$ cat src/rtl/arb_pkg.sv
// -----------------------------------------------------------------------------
// arb_pkg
// Shared definitions for the weighted round-robin arbiter:
//   arb_state_e : arbiter FSM encoding (ST_IDLE = 0, ST_OWN = 1)
//   idx_w()     : width of an index into an n-entry vector (minimum 1 bit)
// -----------------------------------------------------------------------------
package arb_pkg;

   typedef enum logic {
      ST_IDLE = 1'b0,   // nobody holds the grant
      ST_OWN  = 1'b1    // exactly one channel holds the grant
   } arb_state_e;

   function automatic int idx_w(input int n);
      return (n <= 2) ? 1 : $clog2(n);
   endfunction

endpackage

$ cat src/rtl/rr_priority_pick.sv
// -----------------------------------------------------------------------------
// rr_priority_pick
// Purely combinational rotating priority search: returns the first set bit of
// i_req when scanning i_start, i_start+1, ..., N-1, 0, ..., i_start-1.
// Ports:
//   i_req   [N-1:0]   candidate request vector
//   i_start [IW-1:0]  index that has highest priority
//   o_found           some bit of i_req is set
//   o_idx   [IW-1:0]  index of the winner (0 when o_found is low)
// -----------------------------------------------------------------------------
module rr_priority_pick
   import arb_pkg::*;
#(
   parameter int N = 4
) (
   input  logic [N-1:0]          i_req,
   input  logic [idx_w(N)-1:0]   i_start,
   output logic                  o_found,
   output logic [idx_w(N)-1:0]   o_idx
);

   localparam int IW = idx_w(N);

   // Rotate so that bit k of w_rot is request (i_start + k) mod N; the
   // lowest set bit of w_rot is then the winner.
   logic [N-1:0] w_rot;
   logic [IW:0]  w_sum;

   assign w_rot = N'({i_req, i_req} >> i_start);

   always_comb begin
      o_found = 1'b0;
      o_idx   = '0;
      w_sum   = '0;
      // Descending scan: the last hit written is the lowest offset.
      for (int k = N - 1; k >= 0; k--) begin
         if (w_rot[k]) begin
            o_found = 1'b1;
            w_sum   = {1'b0, i_start} + (IW + 1)'(k);
         end
      end
      if (o_found) begin
         if (w_sum >= (IW + 1)'(N))
            o_idx = IW'(w_sum - (IW + 1)'(N));
         else
            o_idx = IW'(w_sum);
      end
   end

endmodule

$ cat src/rtl/weighted_rr_arbiter.sv
// -----------------------------------------------------------------------------
// weighted_rr_arbiter
// Round-robin arbiter where each tenure lasts up to weight[k] transfers
// (weight 0 behaves as 1). The owner keeps the grant while it requests and
// still has credit; on release the pointer moves past the owner and the
// next requester is picked in the same cycle, so owners change back-to-back.
// Ports:
//   clk                     rising-edge clock
//   rst_n                   asynchronous active-low reset
//   req      [N-1:0]        level request per channel
//   weight   [N*CW-1:0]     channel i weight in [i*CW +: CW], sampled at entry
//   done                    one-cycle pulse: owner finished one transfer
//   grant    [N-1:0]        registered one-hot grant or zero
//   grant_valid             registered, high when grant is non-zero
//   grant_id [$clog2(N)-1:0] registered owner index, 0 when idle
// -----------------------------------------------------------------------------
module weighted_rr_arbiter
   import arb_pkg::*;
#(
   parameter int N  = 4,
   parameter int CW = 4
) (
   input  logic                  clk,
   input  logic                  rst_n,
   input  logic [N-1:0]          req,
   input  logic [N*CW-1:0]       weight,
   input  logic                  done,
   output logic [N-1:0]          grant,
   output logic                  grant_valid,
   output logic [$clog2(N)-1:0]  grant_id
);

   localparam int IW = idx_w(N);

   arb_state_e    r_state;
   logic [IW-1:0] r_ptr;
   logic [CW:0]   r_credit;
   logic [N-1:0]  r_grant;
   logic          r_gv;
   logic [IW-1:0] r_gid;

   logic [CW-1:0] w_wt [N];
   logic          w_release;
   logic [IW-1:0] w_next_ptr;
   logic [N-1:0]  w_pick_req;
   logic [IW-1:0] w_pick_start;
   logic          w_pick_found;
   logic [IW-1:0] w_pick_idx;
   logic [N-1:0]  w_pick_onehot;
   logic [CW-1:0] w_pick_wt;
   logic [CW:0]   w_load_credit;

   for (genvar g = 0; g < N; g++) begin : g_wt
      assign w_wt[g] = weight[g*CW +: CW];
   end

   // r_gid is the owner index while in ST_OWN.
   assign w_release  = (r_state == ST_OWN) &&
                       (!req[r_gid] || (done && (r_credit == (CW + 1)'(1))));
   assign w_next_ptr = (r_gid == IW'(N - 1)) ? '0 : r_gid + 1'b1;

   // One search serves both cases: fresh arbitration from ptr when idle,
   // and re-arbitration past the releasing owner (owner bit masked) in OWN.
   assign w_pick_req   = (r_state == ST_IDLE) ? req   : (req & ~r_grant);
   assign w_pick_start = (r_state == ST_IDLE) ? r_ptr : w_next_ptr;

   rr_priority_pick #(.N(N)) u_pick (
      .i_req   (w_pick_req),
      .i_start (w_pick_start),
      .o_found (w_pick_found),
      .o_idx   (w_pick_idx)
   );

   assign w_pick_onehot = N'(1) << w_pick_idx;
   assign w_pick_wt     = w_wt[w_pick_idx];
   assign w_load_credit = (w_pick_wt == '0) ? (CW + 1)'(1) : {1'b0, w_pick_wt};

   always_ff @(posedge clk or negedge rst_n) begin
      if (!rst_n) begin
         r_state  <= ST_IDLE;
         r_ptr    <= '0;
         r_credit <= '0;
         r_grant  <= '0;
         r_gv     <= 1'b0;
         r_gid    <= '0;
      end else begin
         case (r_state)
            ST_IDLE: begin
               // done is meaningless without an owner and is ignored here.
               if (w_pick_found) begin
                  r_state  <= ST_OWN;
                  r_grant  <= w_pick_onehot;
                  r_gv     <= 1'b1;
                  r_gid    <= w_pick_idx;
                  r_credit <= w_load_credit;
               end
            end
            ST_OWN: begin
               if (w_release) begin
                  r_ptr <= w_next_ptr;
                  if (w_pick_found) begin
                     r_grant  <= w_pick_onehot;
                     r_gid    <= w_pick_idx;
                     r_credit <= w_load_credit;
                  end else begin
                     // A lone re-requesting owner is picked up again via IDLE.
                     r_state  <= ST_IDLE;
                     r_grant  <= '0;
                     r_gv     <= 1'b0;
                     r_gid    <= '0;
                     r_credit <= '0;
                  end
               end else if (done) begin
                  // Not releasing with done set implies credit > 1.
                  r_credit <= r_credit - (CW + 1)'(1);
               end
            end
            default: r_state <= ST_IDLE;
         endcase
      end
   end

   assign grant       = r_grant;
   assign grant_valid = r_gv;
   assign grant_id    = r_gid;

endmodule
$ cat config.mk
export PLATFORM = sky130hd
export DESIGN_NAME = weighted_rr_arbiter
export DESIGN_NICKNAME = d
export VERILOG_FILES = /design/src/rtl/arb_pkg.sv /design/src/rtl/rr_priority_pick.sv /design/src/rtl/weighted_rr_arbiter.sv
export SDC_FILE = /design/constraint.sdc
export NUM_CORES = 1
export LEC_CHECK = 0
export BUFFER_PORTS_ARGS = -buffer_cell sky130_fd_sc_hd__buf_2
export CAP_MARGIN = 20
export CORE_ASPECT_RATIO = 0.7
export CORE_UTILIZATION = 45
export DETAILED_ROUTE_END_ITERATION = 6
export GPL_ROUTABILITY_DRIVEN = 0
export PLACE_DENSITY_LB_ADDON = 0.08
export SYNTH_ARGS = -nofsm -noshare
export SYNTH_HDL_FRONTEND = slang
export SYNTH_HIERARCHICAL = 1
export SYNTH_SLANG_ARGS = --single-unit
export TNS_END_PERCENT = 10
$ cat constraint.sdc
create_clock -name clk -period 8.8 [get_ports clk]
set_clock_uncertainty 0.1 [all_clocks]
set_input_delay 0.44 -clock clk [delete_from_list [all_inputs] [get_ports clk]]
set_output_delay 0.44 -clock clk [all_outputs]
set_load 0.1 [all_outputs]
== Word-level counts from Yosys, hierarchy flattened ==
Cells that the tools add are included.

* $add $sub $neg: 6
* Order comparisons: 3
* Equality and inequality tests: 6
* Shift-type cells: 2
* Multiplexer cells: 39
* Bitwise logic cells: 4
* Reductions and logical operators: 9

{| class="wikitable"
|+ Operators with widths
! operator !! count
|-
| $mux 4 || 8
|-
| $mux 5 || 3
|-
| $mux 2 || 7
|-
| $mux 3 || 4
|-
| $mux 1 || 10
|-
| $pmux 5 s2 || 1
|-
| $bmux 4 s2 || 1
|-
| $pmux 4 s2 || 1
|-
| $shr 8x2->4 || 1
|-
| $add 2x2->3 const B || 2
|-
| $ge 3x3->1 const B || 2
|-
| $reduce_and 2->1 || 3
|-
| $eq 5x1->1 const B || 1
|-
| $sub 5x1->5 const B || 1
|-
| $and 4x4->4 || 1
|-
| $logic_not 4->1 || 1
|-
| $ne 2x1->1 const B || 2
|-
| $not 4->4 || 1
|-
| $pmux 1 s2 || 2
|-
| $pmux 2 s2 || 1
|-
| $shl 1x2->4 const A || 1
|-
| $add 2x1->3 const B || 1
|-
| $lt 2x3->1 const B || 1
|-
| $ne 3x2->1 const B || 1
|-
| 11 further kinds || 12
|}

* Register bits after elaboration: 15
* Bits of input ports: 23
* Output and inout bits: 7
* Word-level logic and storage cells: 75

== Logic depth before layout (Yosys ltp) ==
Gate-level depths: netlist (run 1).

* Depth after elaboration: 20
* Gate-level depth with buffers: 11
* Gate-level depth less buffers: 10

== Hierarchy ==
The synthesis (run 1) kept the hierarchy.

{| class="wikitable"
|+ By module, submodules not included
! module !! times used !! cells an instance !! area an instance (µm²) !! seq. area each (µm²)
|-
| weighted_rr_arbiter || 1 || 85 || 968.4 || 375.4
|-
| rr_priority_pick || 1 || 13 || 76.3 || 0.0
|}

== Worst setup path after synthesis (run 1) ==
OpenSTA, ideal clock, no wires.

* Kind: flip-flop to flip-flop
* From: register r_gid[0], in the netlist grant_id[0]
* To: register r_credit[0]
* Library setup time: 87 ps
* Arrival time: 3085 ps
* Required time: 8613 ps
* Path slack: 5528 ps
* Stages on the path, launching flop included: 11
* Buffers on the path: 1
* Period minus slack after synthesis: 3272 ps
* Cell sequence: dfrtp_1 -> ha_1 -> mux2_2 -> mux2i_1 -> o32ai_1 -> nor2_1 -> buf_2 -> mux4_2 -> nor3_1 -> o211ai_1 -> o211ai_1

* Cells in the longest elaborated chain, start to end: 20
* Elaborated cells between the ends (all ways): 38
* Classes of those cells: 5 x add/sub; 1 x order compare; 3 x eq/ne; 1 x shift; 22 x mux; 1 x bitwise; 5 x reduce/logical

{| class="wikitable"
|+ RTL lines
! what !! line !! text
|-
| start, declared || weighted_rr_arbiter.sv:40 || <nowiki>logic [IW-1:0] r_gid;</nowiki>
|-
| start signal, assigned || weighted_rr_arbiter.sv:94 || <nowiki>r_gid <= w_pick_idx;</nowiki>
|-
| start signal, assigned || weighted_rr_arbiter.sv:103 || <nowiki>r_gid <= w_pick_idx;</nowiki>
|-
| $add 2x1->2 or $eq 2x2->1 (tied branches) || weighted_rr_arbiter.sv:60 || <nowiki>assign w_next_ptr = (r_gid == IW'(N - 1)) ? '0 : r_gid + 1'b1;</nowiki>
|-
| $mux 2 (*) || weighted_rr_arbiter.sv:60 ||
|-
| net w_next_ptr[1] || weighted_rr_arbiter.sv:44 || <nowiki>logic [IW-1:0] w_next_ptr;</nowiki>
|-
| $mux 2 (*) || weighted_rr_arbiter.sv:65 || <nowiki>assign w_pick_start = (r_state == ST_IDLE) ? r_ptr : w_next_ptr;</nowiki>
|-
| net w_pick_start[1] || weighted_rr_arbiter.sv:46 || <nowiki>logic [IW-1:0] w_pick_start;</nowiki>
|-
| $add 2x2->3 or $shr 8x2->4 (tied branches) || rr_priority_pick.sv:39, rr_priority_pick.sv:29 ||
|-
| $mux 3 (4 in a row) || rr_priority_pick.sv:37 || <nowiki>if (w_rot[k]) begin</nowiki>
|-
| $ge 3x3->1 or $sub 2x1->2 (tied branches) || rr_priority_pick.sv:43, rr_priority_pick.sv:44 ||
|-
| (+2 left out) || -- ||
|-
| net w_pick_idx[0] || weighted_rr_arbiter.sv:48 || <nowiki>logic [IW-1:0] w_pick_idx;</nowiki>
|-
| $not 2->3 (implied by the code) (*) || weighted_rr_arbiter.sv:75 || <nowiki>assign w_pick_wt = w_wt[w_pick_idx];</nowiki>
|-
| $bmux 4 s2 (*) || weighted_rr_arbiter.sv:75 ||
|-
| $mux 4 (implied by the code) (*) (2 in a row) || weighted_rr_arbiter.sv:75 ||
|-
| $logic_not 4->1 || weighted_rr_arbiter.sv:76 || <nowiki>assign w_load_credit = (w_pick_wt == '0) ? (CW + 1)'(1) : {1'b0, w_pick_wt};</nowiki>
|-
| $mux 4 (*) || weighted_rr_arbiter.sv:76 ||
|-
| $mux 4 || weighted_rr_arbiter.sv:101 || <nowiki>if (w_pick_found) begin</nowiki>
|-
| $mux 5 || weighted_rr_arbiter.sv:99 || <nowiki>if (w_release) begin</nowiki>
|-
| $pmux 5 s2 (*) || weighted_rr_arbiter.sv:87 || <nowiki>case (r_state)</nowiki>
|-
| end signal, assigned || weighted_rr_arbiter.sv:95 || <nowiki>r_credit <= w_load_credit;</nowiki>
|-
| end signal, assigned || weighted_rr_arbiter.sv:104 || <nowiki>r_credit <= w_load_credit;</nowiki>
|-
| end signal, assigned || weighted_rr_arbiter.sv:115 || <nowiki>r_credit <= r_credit - (CW + 1)'(1);</nowiki>
|-
| end, declared || weighted_rr_arbiter.sv:37 || <nowiki>logic [CW:0] r_credit;</nowiki>
|}

Mark *: on every way through the listed nets, which the timed path passes. The rest lies on a longest branch. The select of a mux whose other input is x is not followed.
A chain may end at the register's enable or synchronous reset.

== Worst setup path in the final report (run 1) ==
* From: register r_state
* To: register r_credit[1]

* Cells in the longest elaborated chain, start to end: 18
* Elaborated cells between the ends (all ways): 33
* Classes of those cells: 4 x add/sub; 1 x order compare; 2 x eq/ne; 1 x shift; 20 x mux; 2 x bitwise; 3 x reduce/logical

{| class="wikitable"
|+ RTL lines
! what !! line !! text
|-
| start, declared || weighted_rr_arbiter.sv:35 || <nowiki>arb_state_e r_state;</nowiki>
|-
| start signal, assigned || weighted_rr_arbiter.sv:80 || <nowiki>r_state <= ST_IDLE;</nowiki>
|-
| start signal, assigned || weighted_rr_arbiter.sv:91 || <nowiki>r_state <= ST_OWN;</nowiki>
|-
| start signal, assigned || weighted_rr_arbiter.sv:107 || <nowiki>r_state <= ST_IDLE;</nowiki>
|-
| $mux 2 (*) || weighted_rr_arbiter.sv:65 ||
|-
| net w_pick_start[1] || weighted_rr_arbiter.sv:46 ||
|-
| $add 2x2->3 or $shr 8x2->4 (tied branches) || rr_priority_pick.sv:39, rr_priority_pick.sv:29 ||
|-
| $mux 3 (4 in a row) || rr_priority_pick.sv:37 ||
|-
| $ge 3x3->1 or $sub 2x1->2 (tied branches) || rr_priority_pick.sv:43, rr_priority_pick.sv:44 ||
|-
| $mux 2 || rr_priority_pick.sv:43 || <nowiki>if (w_sum >= (IW + 1)'(N))</nowiki>
|-
| $mux 2 (*) || rr_priority_pick.sv:42 || <nowiki>if (o_found) begin</nowiki>
|-
| net w_pick_idx[1] || weighted_rr_arbiter.sv:48 ||
|-
| $not 2->3 (implied by the code) (*) || weighted_rr_arbiter.sv:75 ||
|-
| $bmux 4 s2 (*) || weighted_rr_arbiter.sv:75 ||
|-
| $mux 4 (implied by the code) (*) (2 in a row) || weighted_rr_arbiter.sv:75 ||
|-
| $logic_not 4->1 || weighted_rr_arbiter.sv:76 ||
|-
| $mux 4 (*) || weighted_rr_arbiter.sv:76 ||
|-
| $mux 4 || weighted_rr_arbiter.sv:101 ||
|-
| $mux 5 || weighted_rr_arbiter.sv:99 ||
|-
| $pmux 5 s2 (*) || weighted_rr_arbiter.sv:87 ||
|}

Marks and branches as above.

==> results of run 1 <==
## sequential cells by signal, indices dropped and copies added (netlist names)
name,flops
grant_id,2
r_credit,5
r_state,1
grant_valid,1
r_ptr,2
grant,4
## cell families after synthesis
kind of cell | synth area share (%)
AO/OA/AOI/OAI | 23.83
adder cells (fa/ha/maj) | 3.593
buffers and inverters | 4.790
flip-flops | 35.93
multiplexers | 18.08
AND/OR/NAND/NOR | 13.77
## routing by layer
layer / vias to the layer above / wire (µm) / share of wire (%)
met3: 0 / 164 / 7.3
met2: 41 / 973 / 43
met4: 0 / 0 / 0
met5: - / 0 / 0
met1: 432 / 1122 / 50
li1: 433 / - / -
## cells in the mapped netlist (all sizes together)
library cell,instances
o21ai,5
o22ai,1
o211ai,3
a32o,1
or3b,1
and2,1
inv,6
o32ai,1
a21boi,4
a21o,1
mux4,5
ha,3
o2bb2ai,3
buf,2
clkbuf,3
mux2,5
a31oi,1
nand3b,3
dfrtp,15
a21oi,3
nor2,5
a22o,5
nand3,3
nand2,5
mux2i,2
or4,1
a221oi,1
nand2b,5
nor3,3
a32oi,1
## final timing paths
kind                       startpoint     endpoint  slack, ns  cells after the start
max reg2reg                   r_state  r_credit[1]       5.55                      8
min reg2reg                  r_ptr[1]     r_ptr[1]       0.42                      1
min in group asynchronous       rst_n  r_credit[1]       0.48                      2
max                           r_state  r_credit[1]       5.55                      8
min                          r_ptr[1]     r_ptr[1]       0.42                      1
max in group asynchronous       rst_n  r_credit[2]       7.84                      2
## power breakdown
group          switching (µW)  internal (µW)
clock                    23.5           16.9
sequential               28.2           99.4
combinational             224            132
total                     276            248
## critical path: stages, from the launching register on
cell	delay, ns
dfrtp_1	0.70
mux2_2	0.46
nand3b_1	0.11
o21ai_0	0.08
a221oi_1	0.91
mux4_2	0.39
nand2_1	0.05
mux2_2	0.26
a21oi_1	0.14
## cell type report
type / instances / area, µm²
timing repair buffer: 30 / 155.1
multi-input combinational: 72 / 619.3
inverter: 6 / 22.52
tap: 32 / 40.04
clock inverter: 1 / 5.005
clock buffer: 3 / 22.52
fill: 215 / 932.1
sequential: 15 / 375.4
## through the flow
stage	util, %	hold WS, ns
2_1_floorplan	-	0.04441
3_3_place_gp	55.36	0.2746
3_5_place_dp	55.36	0.2794
4_1_cts	57.09	0.4222
5_1_grt	57.09	0.4417
6_report	57.09	0.4167
## repair_timing
action | in CTS | in global routing
hold buffers | 1 | 0
setup buffers | 0 | 0
hold endpoints to repair | 15 | 0
==> flow_summary.yaml, run 1 <==
pwr:
  p_leak_uw: 0.0005583
  power.density_mw_per_mm2: 422.2
  p_total_uw: 523.5
  ir_drop_mv: 0.2238
clock_network:
  clkLatencyLatePin_ns: 0.29
  cts_root_buf: "clkbuf_4"
  cts_buffer_depth: 2
  tritoncts: "done"
  cts_resized: 0
  cts.sinks: 15
  cts_buffers: 3
  h-tree-depth: 1
  path_clk_slew_ns: 0.10
route:
  routedWlPerCell_um: 14.21
  via_count: 906
  totalWireLength_um: 2260
  drc: 0
  drt_pass1_iterations: 4
  ant_nets: 0
  drt_iter0_drc: 41
  viasPerCell: 5.698
sta:
  finalMaxSlewViolations: 0
  min_period_over_period_pct: 36.97
  setup_viol_count_final: 0
  tightest_slew_ns: 1.098
  rsz0062_at_grt: "no"
  fin_ws_ns: 5.547
  finalHoldViolations: 0
  min_period_ns: 3.253
  max_slew_margin_pct: 26.77
  setup-tns-final_ns: 0
  fmax_mhz: 307.4
logic_synthesis:
  synth.area.top_cells: "dfrtp_1 (36%), mux4_2 (11%), mux2_2 (5.4%), ha_1 (3.6%), a22o_1 (3.4%)"
  ys_seq_area_share_pct: 35.93
  syn-num-nets: 124
  syn_inst: 98
  yosysWarnings: 6
  yosysUniqueCellTypes: 34
  yosysTopAreaCell: "dfrtp_1"
  yosys.area.top_type_share_pct: 35.93
  ys_seq_elements: 15
  synthesis.area_mm2: 0.001045
  synth_area_per_cell_um2: 10.66
finish:
  fin_nets: 154
  final_common_cell: "buf_2"
  layout_common_cells: "buf_2 (29), dfrtp_1 (15), inv_1 (6)"
  drive_above_1_share_pct: 36.22
  area.growth.synth_to_final_pct: 18.68
  insertedDiodeCount: 0
  fin_cells: 159
  design_area_mm2: 0.001240
die:
  die_height_um: 42.32
  num_rows: 14
  ios: 30
  die-area_mm2: 0.002522
  initial_core_util_pct: 48.10
  core_mm2: 0.002172
  die_w_um: 59.59
grt:
  grt_overflow: 0
  grt_pass1_vias: 853
  met2_usage_pct: 27.87
  grt_use_met1_pct: 33.00
  grt_use_met3_pct: 7.407
  grtUsageTotal_pct: 20.90
  grt_max_degree: 16
  grt_antenna_before_repair: 0
  grt_pass1_wl_um: 3919
  gr-max-usage-layer: "met1"
critical_path:
  worstSetupPathType: "flop to flop"
  start_kind: "flop"
  cp.required_ns: 8.92
  arrival_ns: 3.38
  worstPathMaxFanout: 15
  end_kind: "flop"
hold_path:
  hold_class: "flop to flop"
placement:
  dp_cells: 154
  dp_hpwl_um: 1751
  placed_cell_area_mm2: 0.001202
  pre_cts_ws_ns: 5.493
  portBuffers: 29
status:
  outcome: "complete, no violations"
job:
  max_cap_viol_count: 0
Power figures use the tool's default switching activity.
==> inputs of run 2 (changes only) <==
==> constraint.sdc (replaced) <==
create_clock -name clk -period 3 [get_ports clk]
set_clock_uncertainty 0.1 [all_clocks]
set_input_delay 0.15 -clock clk [delete_from_list [all_inputs] [get_ports clk]]
set_output_delay 0.15 -clock clk [all_outputs]
set_load 0.1 [all_outputs]
==> run 2 against run 1 <==
Against the previous run: critical path depth rose by 2; non-clock buffer count rose by 3; sequential power rose to 2.9 times the previous value; fmax rose by 17%; critical path type unchanged; critical endpoint is now r_credit[0]; largest cell class unchanged.
==> flow_summary.yaml, run 2 (synthesis results as in run 1) <==
status:
  outcome: "complete, no violations"
critical_path:
  worstPathMaxFanout: 9
  end_kind: "flop"
  cp.required_ns: 3.10
  worstSetupPathType: "flop to flop"
  arrival_ns: 2.87
  start_kind: "flop"
finish:
  final_common_cell: "buf_2"
  area.growth.synth_to_final_pct: 20.96
  fin_nets: 157
  regMostFlops: "r_credit"
  largest_reg_flops: 5
  drive_above_1_share_pct: 38.46
  insertedDiodeCount: 0
  layout_common_cells: "buf_2 (29), dfrtp_1 (13), inv_1 (6)"
  finish.utilization_pct: 58.18
  fin_cells: 162
  design_area_mm2: 0.001264
clock_network:
  cts_buffers: 3
  h-tree-depth: 1
  post_cts_buffers: 0
  cts_root_buf: "clkbuf_4"
  path_clk_slew_ns: 0.09
  cts.sinks: 15
  clkLatencyLatePin_ns: 0.28
  cts_buffer_depth: 2
  tritoncts: "done"
route:
  drt_pass1_iterations: 4
  via_count: 886
  routedWlPerCell_um: 14.00
  drt_iter0_drc: 18
  ant_nets: 0
  drc: 0
  viasPerCell: 5.469
  totalWireLength_um: 2268
pwr:
  switching_share_pct: 51.72
  p_clk_share_pct: 7.2
  ir_drop_mv: 0.6545
  power.density_mw_per_mm2: 1241
  pwr-share-seq_pct: 23.7
  p_leak_uw: 0.0005671
  pwr-share-comb_pct: 69.1
  p_switching_uw: 810.8
  p_int_uw: 756.9
sta:
  finalHoldViolations: 0
  tightest_slew_ns: 0.5078
  rsz0062_at_grt: "no"
  finalMaxSlewViolations: 0
  setup-tns-final_ns: 0
  min_period_ns: 2.769
  min_period_over_period_pct: 92.31
  max_slew_margin_pct: 65.85
  fmax_mhz: 361.1
  fin_hold_ws_ns: 0.2012
  setup_viol_count_final: 0
job:
  max_cap_viol_count: 0
die:
  die_height_um: 42.32
  ios: 30
  initial_core_util_pct: 48.10
  core_mm2: 0.002172
  num_rows: 14
  die-area_mm2: 0.002522
  die_w_um: 59.59
placement:
  dp_cells: 157
  placed_cell_area_mm2: 0.001227
  dp_hpwl_um: 1774
  portBuffers: 29
grt:
  grt_pass1_wl_um: 3808
  grt_overflow: 0
  grt_antenna_before_repair: 0
  grtUsageTotal_pct: 20.45
  grt_pass1_vias: 842
  grt_max_degree: 16
hold_path:
  hold_class: "input port to async pin"
==> run 2: cell count changes in the layout (fill, tap and decap cells not counted) <==
cell      before  now
clkbuf_1       0    1
dfrtp_1       15   13
dfrtp_2        0    2
buf_4          0    3
clkinv_2       1    0
==> run 2: layout make-up <==
cell class	instances	area [µm²]
multi-input cells	72	619.3
flip-flops and latches	15	377.9
clock buffers	4	26.28
fillers	199	908.4
inverters	6	22.52
well taps	32	40.04
repair buffers	33	177.7
==> run 2: what timing repair did <==
| action | CTS | global route |
|---|---|---|
| endpoints found under the hold margin | 15 | 0 |
| setup endpoints to repair | 0 | 0 |
| hold buffers | 1 | 0 |
| gates resized for setup | 0 | 0 |
==> run 2: layer usage <==
metal / vias to the layer above / global-route usage (%) / routed length, µm
met2: 29 / 30.11 / 967
met5: - / 0 / 0
met4: 0 / 3.256 / 11
met1: 414 / 30.00 / 1139
li1: 441 / - / -
met3: 2 / 6.481 / 149
==> run 2: per-stage QoR <==
step | power [µW] | worst slack, ns
CTS | 1578 | 0.2183
global route | 1702 | 0.04372
finish | 1568 | 0.2308
global placement | 1438 | 0.3034
detailed placement | 1459 | 0.2364
floorplan | 1268 | 0.04855
==> run 2: critical path, stage by stage (launching register included) <==
cell and delay, ns:
dfrtp_2 0.45, ha_1 0.31, mux2_2 0.32, mux2i_1 0.16
o32ai_1 0.10, nor2_1 0.12, buf_4 0.19, mux4_2 0.53
nor3_1 0.19, o211ai_1 0.10, o211ai_1 0.11
==> run 2: power groups by stage <==
stage / registers, µW / logic (µW) / clock network, µW
final: 372 / 1080 / 113
after global routing: 386 / 1190 / 128
after CTS: 371 / 1090 / 118
after detailed placement: 375 / 1080 / 0
after global placement: 371 / 1070 / 0
after floorplan: 621 / 647 / 0
==> run 2: path summary, 6_finish.rpt <==
| path | startpoint | end | slack (ns) | depth (start not counted) |
|---|---|---|---|---|
| worst min-delay path | rst_n | grant[2] | 0.20 | 2 |
| min in group clk | done | r_credit[4] | 0.23 | 5 |
| worst max-delay path | grant_id[0] | r_credit[0] | 0.23 | 10 |
| worst min register to register | r_ptr[1] | r_ptr[1] | 0.41 | 1 |
| max in group asynchronous | rst_n | grant_id[1] | 2.31 | 2 |
| worst max register to register | grant_id[0] | r_credit[0] | 0.23 | 10 |
==> inputs of run 3 (changes only) <==
--- a/config.mk
+++ b/config.mk
@@ -9,9 +9,11 @@
 export CAP_MARGIN = 20
 export CORE_ASPECT_RATIO = 0.7
 export CORE_UTILIZATION = 45
+export CTS_CLUSTER_DIAMETER = 120
 export DETAILED_ROUTE_END_ITERATION = 6
 export GPL_ROUTABILITY_DRIVEN = 0
 export PLACE_DENSITY_LB_ADDON = 0.08
+export RECOVER_POWER = 50
 export SYNTH_ARGS = -nofsm -noshare
 export SYNTH_HDL_FRONTEND = slang
 export SYNTH_HIERARCHICAL = 1
==> constraint.sdc (replaced) <==
create_clock -name clk -period 3.35 [get_ports clk]
set_clock_uncertainty 0.1 [all_clocks]
set_input_delay 0.1675 -clock clk [delete_from_list [all_inputs] [get_ports clk]]
set_output_delay 0.1675 -clock clk [all_outputs]
set_load 0.1 [all_outputs]
==> run 3 against run 2 <==
Against the previous run: setup slack improved by 0.29 ns; fmax is 2.1% lower; sequential power down 12%; via count is 2.1% higher; die area unchanged; clock-buffer cell count unchanged; cell count did not move; global-route usage is 1.2 points higher; sequential share of layout area barely moved; critical path depth is the same; routed wire length increased by 6.5%; hold slack better by 0.048 ns; critical path type unchanged; critical endpoint unchanged; largest cell class unchanged.
==> flow_summary.yaml, run 3 (synthesis results as in run 1) <==
critical_path:
  start_kind: "flop"
  worstPathMaxFanout: 9
  cp.required_ns: 3.46
  worstSetupPathType: "flop to flop"
  end_kind: "flop"
  rrSetupSlack_ns: 0.52
  arrival_ns: 2.94
  rr_worst_depth: 10
die:
  ios: 30
  die_w_um: 59.59
  initial_core_util_pct: 48.10
  num_rows: 14
  die-area_mm2: 0.002522
  die_height_um: 42.32
  core_mm2: 0.002172
clock_network:
  cts_buffer_depth: 2
  post_cts_buffers: 0
  clkLatencyLatePin_ns: 0.28
  cts_resized: 0
  cts.sinks: 15
  cts_root_buf: "clkbuf_4"
  cts_buffers: 3
  tritoncts: "done"
  h-tree-depth: 1
  path_clk_slew_ns: 0.09
  cts.hold.buffers_added: 1
hold_path:
  hold_class: "input port to flop"
  whs_path_depth: 5
route:
  drt_pass1_iterations: 5
  ant_nets: 0
  drc: 0
  routedWlPerCell_um: 14.91
  totalWireLength_um: 2415
  viasPerCell: 5.586
  drt_iter0_drc: 29
  via_count: 905
pwr:
  ir_drop_mv: 0.6131
  p_leak_uw: 0.0005578
  power.density_mw_per_mm2: 1125
finish:
  fin_cells: 162
  largest_reg_flops: 5
  fill_cells: 213
  finish.utilization_pct: 57.83
  regMostFlops: "r_credit"
  final_common_cell: "buf_2"
  insertedDiodeCount: 0
  drive_above_1_share_pct: 33.85
  seq_area_um2: 375.4
  multi_input_area_um2: 619.3
  area.growth.synth_to_final_pct: 20.24
  layout_common_cells: "buf_2 (25), dfrtp_1 (15), inv_1 (6)"
  fin_nets: 157
grt:
  grt_pass1_vias: 892
  grtUsageTotal_pct: 21.63
  grt_overflow: 0
  grt_antenna_before_repair: 0
  grt_max_degree: 16
  grt_pass1_wl_um: 4043
job:
  max_cap_viol_count: 0
sta:
  setup_viol_count_final: 0
  finalHoldViolations: 0
  tightest_slew_ns: 1.156
  setup-tns-final_ns: 0
  min_period_ns: 2.828
  fmax_mhz: 353.6
  finalMaxSlewViolations: 0
  max_slew_margin_pct: 23.24
  rsz0062_at_grt: "no"
  min_period_over_period_pct: 84.43
status:
  outcome: "complete, no violations"
placement:
  portBuffers: 29
  dp_hpwl_um: 1844
  dp_cells: 157
## run 3: cell types whose count changed in the layout (fill, tap and decap cells not counted)
cell / change
buf_2: -4
clkbuf_1: +4
dfrtp_1: +2
dfrtp_2: -2
## run 3: cell type report
| type | instances | share of cell area (%) |
|---|---|---|
| multi-input combinational | 72 | 49.30 |
| sequential | 15 | 29.88 |
| timing repair buffer | 33 | 13.75 |
| tap | 32 | 3.187 |
| clock buffer | 4 | 2.092 |
| inverter | 6 | 1.793 |
## run 3: power breakdown
part	leakage (µW)	internal (µW)	switching (µW)	total, µW
clock network	0.0000150	46.3	61.7	108
registers	0.000181	261	67.9	329
logic	0.000362	364	612	976
## run 3: final timing paths
path,start,to
min,done,r_credit[4]
max,grant_id[0],r_credit[0]
min reg2reg,r_ptr[0],r_ptr[0]
max in group asynchronous,rst_n,grant[2]
max reg2reg,grant_id[0],r_credit[0]
min in group asynchronous,rst_n,r_state
## run 3: critical path, stage by stage (launching register included)
cell and delay (ns):
dfrtp_1 0.46, ha_1 0.33, mux2_2 0.32, mux2i_1 0.15, o32ai_1 0.10, nor2_1 0.12, buf_4 0.19, mux4_2 0.53
nor3_1 0.22, o211ai_1 0.11, o211ai_1 0.11
## run 3: per-layer routing
| layer | vias up | GRT usage, % | part of all wire (%) |
|---|---|---|---|
| met3 | 2 | 6.481 | 5.1 |
| met2 | 32 | 35.06 | 46 |
| met4 | 0 | 2.791 | 0.21 |
| met5 | - | 0 | 0 |
| li1 | 439 | - | - |
| met1 | 432 | 29.37 | 49 |
## run 3: through the flow
step	power [µW]	cell area [µm²]	hold WS [ns]	worst slack, ns
2_1_floorplan	1133	1045	-0.2281	0.07814
3_3_place_gp	1285	1225	0.001236	0.6542
3_5_place_dp	1306	1225	0.0006700	0.5477
4_1_cts	1418	1261	0.2247	0.5163
5_1_grt	1517	1256	0.2814	0.3177
6_report	1413	1256	0.2495	0.5216
